<file path="src/rtl/wb_uart_tx.sv">
// wb_uart_tx: byte-wide 8N1 UART transmitter (LSB first) fed through a reduced
// Wishbone write port and a circular FIFO.
//
// Ports:
//   i_clk       system clock, rising edge
//   i_reset_n   synchronous active-low reset
//   i_wb_cyc    bus cycle qualifier
//   i_wb_stb    write strobe (every strobe is a write)
//   i_wb_data   byte to queue for transmission
//   o_wb_ack    registered one-cycle acknowledge of an accepted write
//   o_wb_stall  high while the FIFO is full; the write is not accepted
//   uart_tx     serial line, idle high
//   uart_full   FIFO full flag
//   uart_busy   FIFO non-empty or a frame is in progress
module wb_uart_tx #(
  parameter int FIFO_AW        = 5,
  parameter int BAUD_DIV_RATE  = 2604,
  parameter int BAUD_DIV_WIDTH = 12
) (
  input  logic       i_clk,
  input  logic       i_reset_n,
  input  logic       i_wb_cyc,
  input  logic       i_wb_stb,
  input  logic [7:0] i_wb_data,
  output logic       o_wb_ack,
  output logic       o_wb_stall,
  output logic       uart_tx,
  output logic       uart_full,
  output logic       uart_busy
);

  localparam int DEPTH = 1 << FIFO_AW;
  localparam logic [FIFO_AW:0]          FULL_COUNT = (FIFO_AW + 1)'(DEPTH);
  localparam logic [BAUD_DIV_WIDTH-1:0] BAUD_LAST  = BAUD_DIV_WIDTH'(BAUD_DIV_RATE - 1);

  localparam logic [2:0] S_IDLE  = 3'd0;
  localparam logic [2:0] S_LOAD  = 3'd1;
  localparam logic [2:0] S_START = 3'd2;
  localparam logic [2:0] S_DATA  = 3'd3;
  localparam logic [2:0] S_STOP  = 3'd4;

  logic [7:0]                mem_q [DEPTH];
  logic [FIFO_AW-1:0]        wr_ptr_q, wr_ptr_d;
  logic [FIFO_AW-1:0]        rd_ptr_q, rd_ptr_d;
  logic [FIFO_AW:0]          count_q, count_d;
  logic [2:0]                state_q, state_d;
  logic [BAUD_DIV_WIDTH-1:0] baud_q, baud_d;
  logic [2:0]                bit_q, bit_d;
  logic [7:0]                shift_q, shift_d;
  logic                      tx_q, tx_d;
  logic                      ack_q;

  logic push;
  logic pop;
  logic baud_tick;

  assign uart_full  = (count_q == FULL_COUNT);
  assign o_wb_stall = uart_full;
  assign push       = i_wb_cyc && i_wb_stb && !uart_full;
  // The head byte leaves the FIFO during the single LOAD cycle.
  assign pop        = (state_q == S_LOAD);
  assign baud_tick  = (baud_q == BAUD_LAST);
  assign uart_busy  = (state_q != S_IDLE) || (count_q != '0);
  assign uart_tx    = tx_q;
  assign o_wb_ack   = ack_q;

  // FIFO pointer and occupancy bookkeeping; pointers wrap naturally.
  always_comb begin
    wr_ptr_d = push ? wr_ptr_q + 1'b1 : wr_ptr_q;
    rd_ptr_d = pop  ? rd_ptr_q + 1'b1 : rd_ptr_q;
    count_d  = count_q;
    case ({push, pop})
      2'b10:   count_d = count_q + 1'b1;
      2'b01:   count_d = count_q - 1'b1;
      default: count_d = count_q;
    endcase
  end

  // Transmit FSM. The line is registered, so tx_d is derived from the state
  // being entered, which puts the start bit on the line at the LOAD->START edge.
  always_comb begin
    state_d = state_q;
    baud_d  = baud_q;
    bit_d   = bit_q;
    shift_d = shift_q;
    case (state_q)
      S_IDLE: begin
        if (count_q != '0) state_d = S_LOAD;
      end
      S_LOAD: begin
        shift_d = mem_q[rd_ptr_q];
        baud_d  = '0;
        state_d = S_START;
      end
      S_START: begin
        if (baud_tick) begin
          baud_d  = '0;
          bit_d   = '0;
          state_d = S_DATA;
        end else begin
          baud_d = baud_q + 1'b1;
        end
      end
      S_DATA: begin
        if (baud_tick) begin
          baud_d  = '0;
          shift_d = {1'b0, shift_q[7:1]};
          if (bit_q == 3'd7) state_d = S_STOP;
          else               bit_d   = bit_q + 1'b1;
        end else begin
          baud_d = baud_q + 1'b1;
        end
      end
      S_STOP: begin
        if (baud_tick) begin
          baud_d  = '0;
          state_d = S_IDLE;
        end else begin
          baud_d = baud_q + 1'b1;
        end
      end
      default: state_d = S_IDLE;
    endcase

    case (state_d)
      S_START: tx_d = 1'b0;
      S_DATA:  tx_d = shift_d[0];
      default: tx_d = 1'b1;
    endcase
  end

  // Storage and shift register carry data only; they need no reset because
  // nothing reads them before a push or a LOAD has written them.
  always_ff @(posedge i_clk) begin
    if (push) mem_q[wr_ptr_q] <= i_wb_data;
    shift_q <= shift_d;
  end

  always_ff @(posedge i_clk) begin
    if (!i_reset_n) begin
      wr_ptr_q <= '0;
      rd_ptr_q <= '0;
      count_q  <= '0;
      state_q  <= S_IDLE;
      baud_q   <= '0;
      bit_q    <= '0;
      tx_q     <= 1'b1;
      ack_q    <= 1'b0;
    end else begin
      wr_ptr_q <= wr_ptr_d;
      rd_ptr_q <= rd_ptr_d;
      count_q  <= count_d;
      state_q  <= state_d;
      baud_q   <= baud_d;
      bit_q    <= bit_d;
      tx_q     <= tx_d;
      ack_q    <= push;
    end
  end

endmodule

</file>
<file path="config.mk">
export PLATFORM = sky130hd
export DESIGN_NAME = wb_uart_tx
export DESIGN_NICKNAME = d
export VERILOG_FILES = /design/src/rtl/wb_uart_tx.sv
export SDC_FILE = /design/constraint.sdc
export NUM_CORES = 1
export LEC_CHECK = 0
export ABC_AREA = 0
export CAP_MARGIN = 20
export CORE_MARGIN = 1
export CORE_UTILIZATION = 60
export CTS_CLUSTER_DIAMETER = 50
export DETAILED_ROUTE_END_ITERATION = 10
export HOLD_SLACK_MARGIN = 0.08
export MAX_ROUTING_LAYER = met4
export PLACE_DENSITY = 0.77
export SETUP_SLACK_MARGIN = 0.15
export SYNTH_ARGS = -nofsm -noshare
export SYNTH_HDL_FRONTEND = slang
export SYNTH_SLANG_ARGS = --single-unit
</file>
<file path="constraint.sdc">
create_clock -name i_clk -period 3.7 [get_ports i_clk]
set_input_delay 0.555 -clock i_clk [delete_from_list [all_inputs] [get_ports i_clk]]
set_output_delay 0.555 -clock i_clk [all_outputs]
set_load 0.01 [all_outputs]
</file>
==> flow_summary.ini, run 1 <==
[sta]
worst_slew_pin_slew_ps = 894.9
slew_headroom_pct = 40.12
max_freq_ghz = 0.3386
hold_viol = 0
fin_crit_sh_pct = 79.82
finalSetupTns_ps = 0
min_period_ps = 2953
drv_slew = 0
rsz0062_at_grt = no
fin_skew_ps = 16.81
finalSetupViolations = 0

[synthesis]
synth_cell_types = 57
ys_ff_latch = 305
syn_nets = 746
ys_seq_area_share_pct = 70.50
synthAdderAreaFrac_pct = 1.110
synthSimpleGateAreaFrac_pct = 7.732
synth.area.mux_share_pct = 13.71
syn_area_per_cell_um2 = 17.14
async_reset_ff_share_pct = 0
syn_inst = 723
synth_top_family_by_area = multiplexers
synth_compound_area_share_pct = 4.128
synthesis.area_um2 = 12400
yosys_warnings = 0
synth-edff-count = 263
synth_flop_cell = edfxtp_1
synth_xor_area_share_pct = 0.9185

[min_path]
min_delay_path_depth = 2
hp-class = flip-flop to flip-flop

[die]
core-area_um2 = 20230
start_util_pct = 61.26
ios = 17
row_count = 52
die_area_um2 = 21240
dieHeight_um = 145.7
die_w_um = 145.7

[routing]
drc = 0
viasPerCell = 6.498
drt_pass1_iterations = 5
final_antenna_net_count = 0
wirelength_um = 26010
drt-initial-drc-count = 665
wire_per_inst_um = 24.50
vias = 6901

[clock_tree]
htree_levels = 2
cts_setup_buffers = 0
ctsResizeCount = 0
cts_max_path_buffers = 3
clock_sinks = 305
hold_buffers = 0
cts_inserted_buffers = 35
root_buffer = clkbuf_16
worstSkewPairLatency_ps = 510
clkTransAtPathRegs_ps = 50
cts_tree = built

[finish]
fill_cells = 1206
regArea_um2 = 8743
nets = 789
drive_above_1_share_pct = 17.80
final_core_util_pct = 70.03
antenna_cells = 0
multi_input_area_um2 = 3421
syn2layout_area_growth_pct = 14.31

[pwr]
p_seq_share_pct = 47.1
p_sw_mw = 2.012
combPwrFrac_pct = 13.1
clkPwrFrac_pct = 39.8
p_per_area_nw_per_um2 = 594.3
internal-power_mw = 6.409
p_leak_nw = 4.554
peakVddDrop_mv = 0.3944
swShare_pct = 23.89

[critical_path]
critPathMaxFanout = 10
worst-path-stages = 12
r2r_cells = 12
cp.required_ps = 4130
path_cells = nor3_1 -> a31oi_2 -> buf_4 -> inv_1 -> ha_1 -> xor2_1 -> ha_1 -> a21o_1 -> a22oi_1 -> o21a_1 -> or3_1 -> a21oi_1
path_buf_inv = 2
startpoint_type = flip-flop
critPathMaxStageDelay_ps = 400
crit_family = compound AO/OA/AOI/OAI gates
end_kind = flip-flop
slowest_stage = nor3_1
critPathKind = flip-flop to flip-flop
critical_path_arrival_ps = 3390
crit_top_cell = ha_1

[global_routing]
grt_overflow_total = 0
grt_pass1_vias = 7038
antenna_found_initial = 0
grt_max_degree = 36
track_usage_pct = 26.09
grt_first_pass_wirelength_um = 39970

[place]
gp_congestion = 0.8289
io_buffers = 16
dp_hpwl_um = 15480

[run]
max-cap-violations = 0

[outcome]
status = complete, no violations
[cell families (layout without fill, tap and decap cells)]
kind of cell,Yosys count,count (layout)
AO/OA/AOI/OAI,75,75
adder cells (fa/ha/maj),11,11
XOR/XNOR,13,13
AND/OR/NAND/NOR,191,191
flip-flops,305,305
buffers and inverters,45,114
multiplexers,83,83
[path summary, 6_finish.rpt]
| kind | start | end | slack, ps |
|---|---|---|---|
| worst max-delay path | count_q[1] | count_q[4] | 750 |
| worst min-delay path | bit_q[0] | bit_q[0] | 480 |
| worst max register to register | count_q[1] | count_q[4] | 750 |
| worst min register to register | bit_q[0] | bit_q[0] | 480 |
[area by class of cell]
cell class | count | share of cell area (%)
clock inverters | 17 | 1.183
clock buffers | 46 | 6.773
inverters | 6 | 0.1589
well taps | 270 | 2.384
multi-input cells | 373 | 24.14
flip-flops and latches | 305 | 61.70
repair buffers | 45 | 3.656
[synthesized netlist by cell type (9+ instances only)]
| library cell | n | area share [%] |
|---|---|---|
| edfxtp_1 | 263 | 64 |
| nor2_1 | 64 | 1.9 |
| mux4_2 | 55 | 10 |
| dfxtp_1 | 42 | 6.8 |
| nand2_1 | 30 | 0.91 |
| a21oi_1 | 23 | 0.93 |
| clkbuf_1 | 17 | 0.51 |
| mux2i_1 | 16 | 1.3 |
| nand4_1 | 15 | 0.76 |
| buf_2 | 14 | 0.57 |
| nor3_1 | 14 | 0.57 |
| nand3b_1 | 12 | 0.73 |
| nor2b_1 | 12 | 0.61 |
| o21ai_0 | 12 | 0.48 |
| ha_1 | 11 | 1.1 |
| mux4_1 | 11 | 2.3 |
| nand3_1 | 10 | 0.40 |
| xor2_1 | 10 | 0.71 |
| a22oi_1 | 9 | 0.55 |
[worst register-to-register path: stages, from the launching register on]
cell and delay (ps):
dfxtp_1 380, nor3_1 400, a31oi_2 140, buf_4 200
inv_1 100, ha_1 390, xor2_1 180, ha_1 220
a21o_1 150, a22oi_1 80, o21a_1 190, or3_1 300
a21oi_1 150
[cells in the final DEF (no fill, tap or decap), types with 10 or more instances in the layout]
cell type	n
clkbuf_16	37
nor2b_1	12
nand2_1	30
dfxtp_1	40
nand4_1	15
nand3_1	10
clkdlybuf4s50_1	16
nor2_1	64
ha_1	11
nor3_1	14
nand3b_1	12
mux4_2	55
a21oi_1	23
buf_4	21
mux4_1	11
o21ai_0	12
mux2i_1	16
xor2_1	10
edfxtp_1	263
[metal layers]
layer | up-vias | part of all wire (%) | wire length, um | track usage (%)
met5 | - | 0 | 0 | -
met4 | 0 | 3.8 | 988 | 10.95
met3 | 74 | 7.7 | 2006 | 5.329
met2 | 353 | 50 | 13060 | 42.22
met1 | 3495 | 38 | 9957 | 32.34
li1 | 2979 | - | - | -
[power groups by stage]
stage	registers (mW)	logic, mW	clock network, mW
after global placement	4.04	1.02	0
after global routing	3.98	1.18	3.54
final	3.97	1.10	3.36
after floorplan	3.93	0.862	0
after detailed placement	4.04	1.05	0
after CTS	3.97	1.07	3.40
[registers in the layout, summed over array words and instances, names as in the netlist, 3 cells and up, named ones only]
signal / flops
mem_q: 256
baud_q: 12
shift_q: 8
count_q: 6
rd_ptr_q: 5
wr_ptr_q: 5
bit_q: 3
state_q: 3
[through the flow]
stage | hold WS (ps) | worst slack (ps) | total power [mW] | instances | area, um2
after floorplan | 449.6 | 857.7 | 4.789 | 723 | 12400
after global placement | 460.9 | 634.3 | 5.054 | 992 | 12860
after detailed placement | 479.6 | 515.5 | 5.095 | 992 | 12860
after CTS | 484.4 | 734.2 | 8.445 | 1055 | 13990
after global routing | 508.7 | 494.8 | 8.704 | 1062 | 14170
final | 480.8 | 746.8 | 8.421 | 1062 | 14170
No activity file was read; power rests on OpenSTA's default activity.
==> run 2, diff against run 1 <==
clock period = 3.05 ns   (was 3.7 ns; I/O delays follow)
==> run 2 against run 1 <==
Effect of this change:
- largest power group unchanged
- highest routed layer unchanged
- register-to-register slack got worse by 340 ps
- first-iteration DRC count increased by 7.1%
- worst hold slack improved by 27 ps
- non-clock buffer count increased by 31
- critical endpoint is now uart_busy
==> flow_summary.ini, run 2 (synthesis results as in run 1) <==
[outcome]
status = complete, no violations

[finish]
final_core_util_pct = 70.43
drive_above_1_share_pct = 21.32
syn2layout_area_growth_pct = 14.97
mostFrequentLayoutCell = edfxtp_1
largest_reg_flops = 256
regMostFlops = mem_q
reg_top3 = mem_q: 256 flops, baud_q: 12 flops, shift_q: 8 flops
nets = 819
antenna_cells = 0
final_cell_mix = 263 x edfxtp_1, 63 x nor2_1, 58 x buf_4
fill_cells = 1219
fin_cells = 1091

[critical_path]
critPathMaxStageDelay_ps = 500
reg2reg_slack_ps = 410
r2r-start = count_q[1]
path_cells = or3_1 -> nor4_1 -> nand3b_1 -> clkdlybuf4s50_1
startpoint_type = flip-flop
critical_path_arrival_ps = 2320
critPathMaxFanout = 8
critPathKind = flip-flop to primary output
end_kind = primary output
startpoint = count_q[1]
slowest_stage = clkdlybuf4s50_1
cp.required_ps = 2590
rr_endpoint = count_q[4]
r2r_cells = 11

[pwr]
p_sw_mw = 2.444
combPwrFrac_pct = 13.6
p_seq_share_pct = 47.2
swShare_pct = 24.15
clkPwrFrac_pct = 39.2
p_leak_nw = 4.663
internal-power_mw = 7.677
p_total_mw = 10.12
p_per_area_nw_per_um2 = 710.2
peakVddDrop_mv = 0.5755

[clock_tree]
cts_max_path_buffers = 3
cts_inserted_buffers = 34
cts_tree = built
clock_sinks = 305
htree_levels = 2
root_buffer = clkbuf_16
worstSkewPairLatency_ps = 510
clkTransAtPathRegs_ps = 60

[place]
gp_congestion = 0.8601
dp.cells = 1030
io_buffers = 16
dp_hpwl_um = 16370

[sta]
finalSetupViolations = 0
min_period_ps = 2780
finalSetupTns_ps = 0
max_freq_ghz = 0.3597
worst_slew_pin_slew_ps = 803.7
rsz0062_at_grt = no
fin_skew_ps = 26.06
fin_crit_sh_pct = 91.14
slew_headroom_pct = 46.35
hold_viol = 0
drv_slew = 0

[global_routing]
antenna_found_initial = 0
grt_overflow_total = 0
grt_pass1_vias = 7087
grt_max_degree = 33
grt_first_pass_wirelength_um = 40920
track_usage_pct = 26.58

[die]
core-area_um2 = 20230
ios = 17
die_w_um = 145.7
start_util_pct = 61.26
row_count = 52
die_area_um2 = 21240
dieHeight_um = 145.7

[min_path]
min_delay_path_depth = 1
hp-class = flip-flop to flip-flop
min_from = baud_q[11]
hold_end = baud_q[11]

[routing]
wirelength_um = 26140
vias = 7033
drc = 0
final_antenna_net_count = 0
viasPerCell = 6.446
drt-initial-drc-count = 712
wire_per_inst_um = 23.96
drt_pass1_iterations = 5

[run]
max-cap-violations = 0
==> run 2: worst max-delay path: cells and delay by family, from the launching register on <==
| kind | cells | cell delay [ps] |
|---|---|---|
| simple gates | 3 | 950 |
| buf+inv | 1 | 500 |
| flops | 1 | 380 |
==> run 2: worst max-delay path by stage <==
| stage | endpoint | slack [ps] | cells past startpoint |
|---|---|---|---|
| floorplan | count_q[4] | 210 | 13 |
| global placement | count_q[4] | 370 | 12 |
| detailed placement | count_q[4] | 250 | 12 |
| CTS | uart_busy | 250 | 4 |
| global route | uart_busy | 170 | 4 |
| finish | uart_busy | 270 | 4 |
==> run 2: layout make-up <==
cell class,count,area [um2],area share [%]
flip-flops and latches,305,8743,61.35
multi-input cells,373,3423,24.02
clock buffers,42,902.1,6.330
repair buffers,76,635.6,4.460
well taps,270,337.8,2.370
clock inverters,19,186.4,1.308
inverters,6,22.52,0.1580
==> run 2: routing by layer <==
metal  vias up  wire (um)  global-route usage (%)
met5         -          0                       -
met4         0        730                   8.632
met3        66       1918                   3.699
met2       346      13290                   42.82
met1      3586      10200                   35.49
li1       3035          -                       -
==> run 2: timing repair <==
action | in CTS | in global routing
hold buffers | 0 | 0
resized for setup | 0 | 1
buffers inserted | 0 | 0
setup endpoints to repair | 0 | 1
==> run 2: power by group through the flow <==
stage	logic [mW]	clock network, mW	registers, mW
after global routing	1.48	4.18	4.80
after floorplan	1.05	0	4.76
after global placement	1.30	0	4.86
final	1.38	3.96	4.78
after CTS	1.37	4.00	4.78
after detailed placement	1.36	0	4.87
==> run 2: through the flow <==
| step | hold WS (ps) | area [um2] | setup slack [ps] |
|---|---|---|---|
| detailed placement | 481.9 | 13160 | 255.0 |
| global placement | 461.7 | 13160 | 371.1 |
| floorplan | 449.6 | 12400 | 207.7 |
| CTS | 501.7 | 14250 | 249.3 |
| finish | 507.9 | 14250 | 270.1 |
| global route | 546.7 | 14250 | 165.8 |
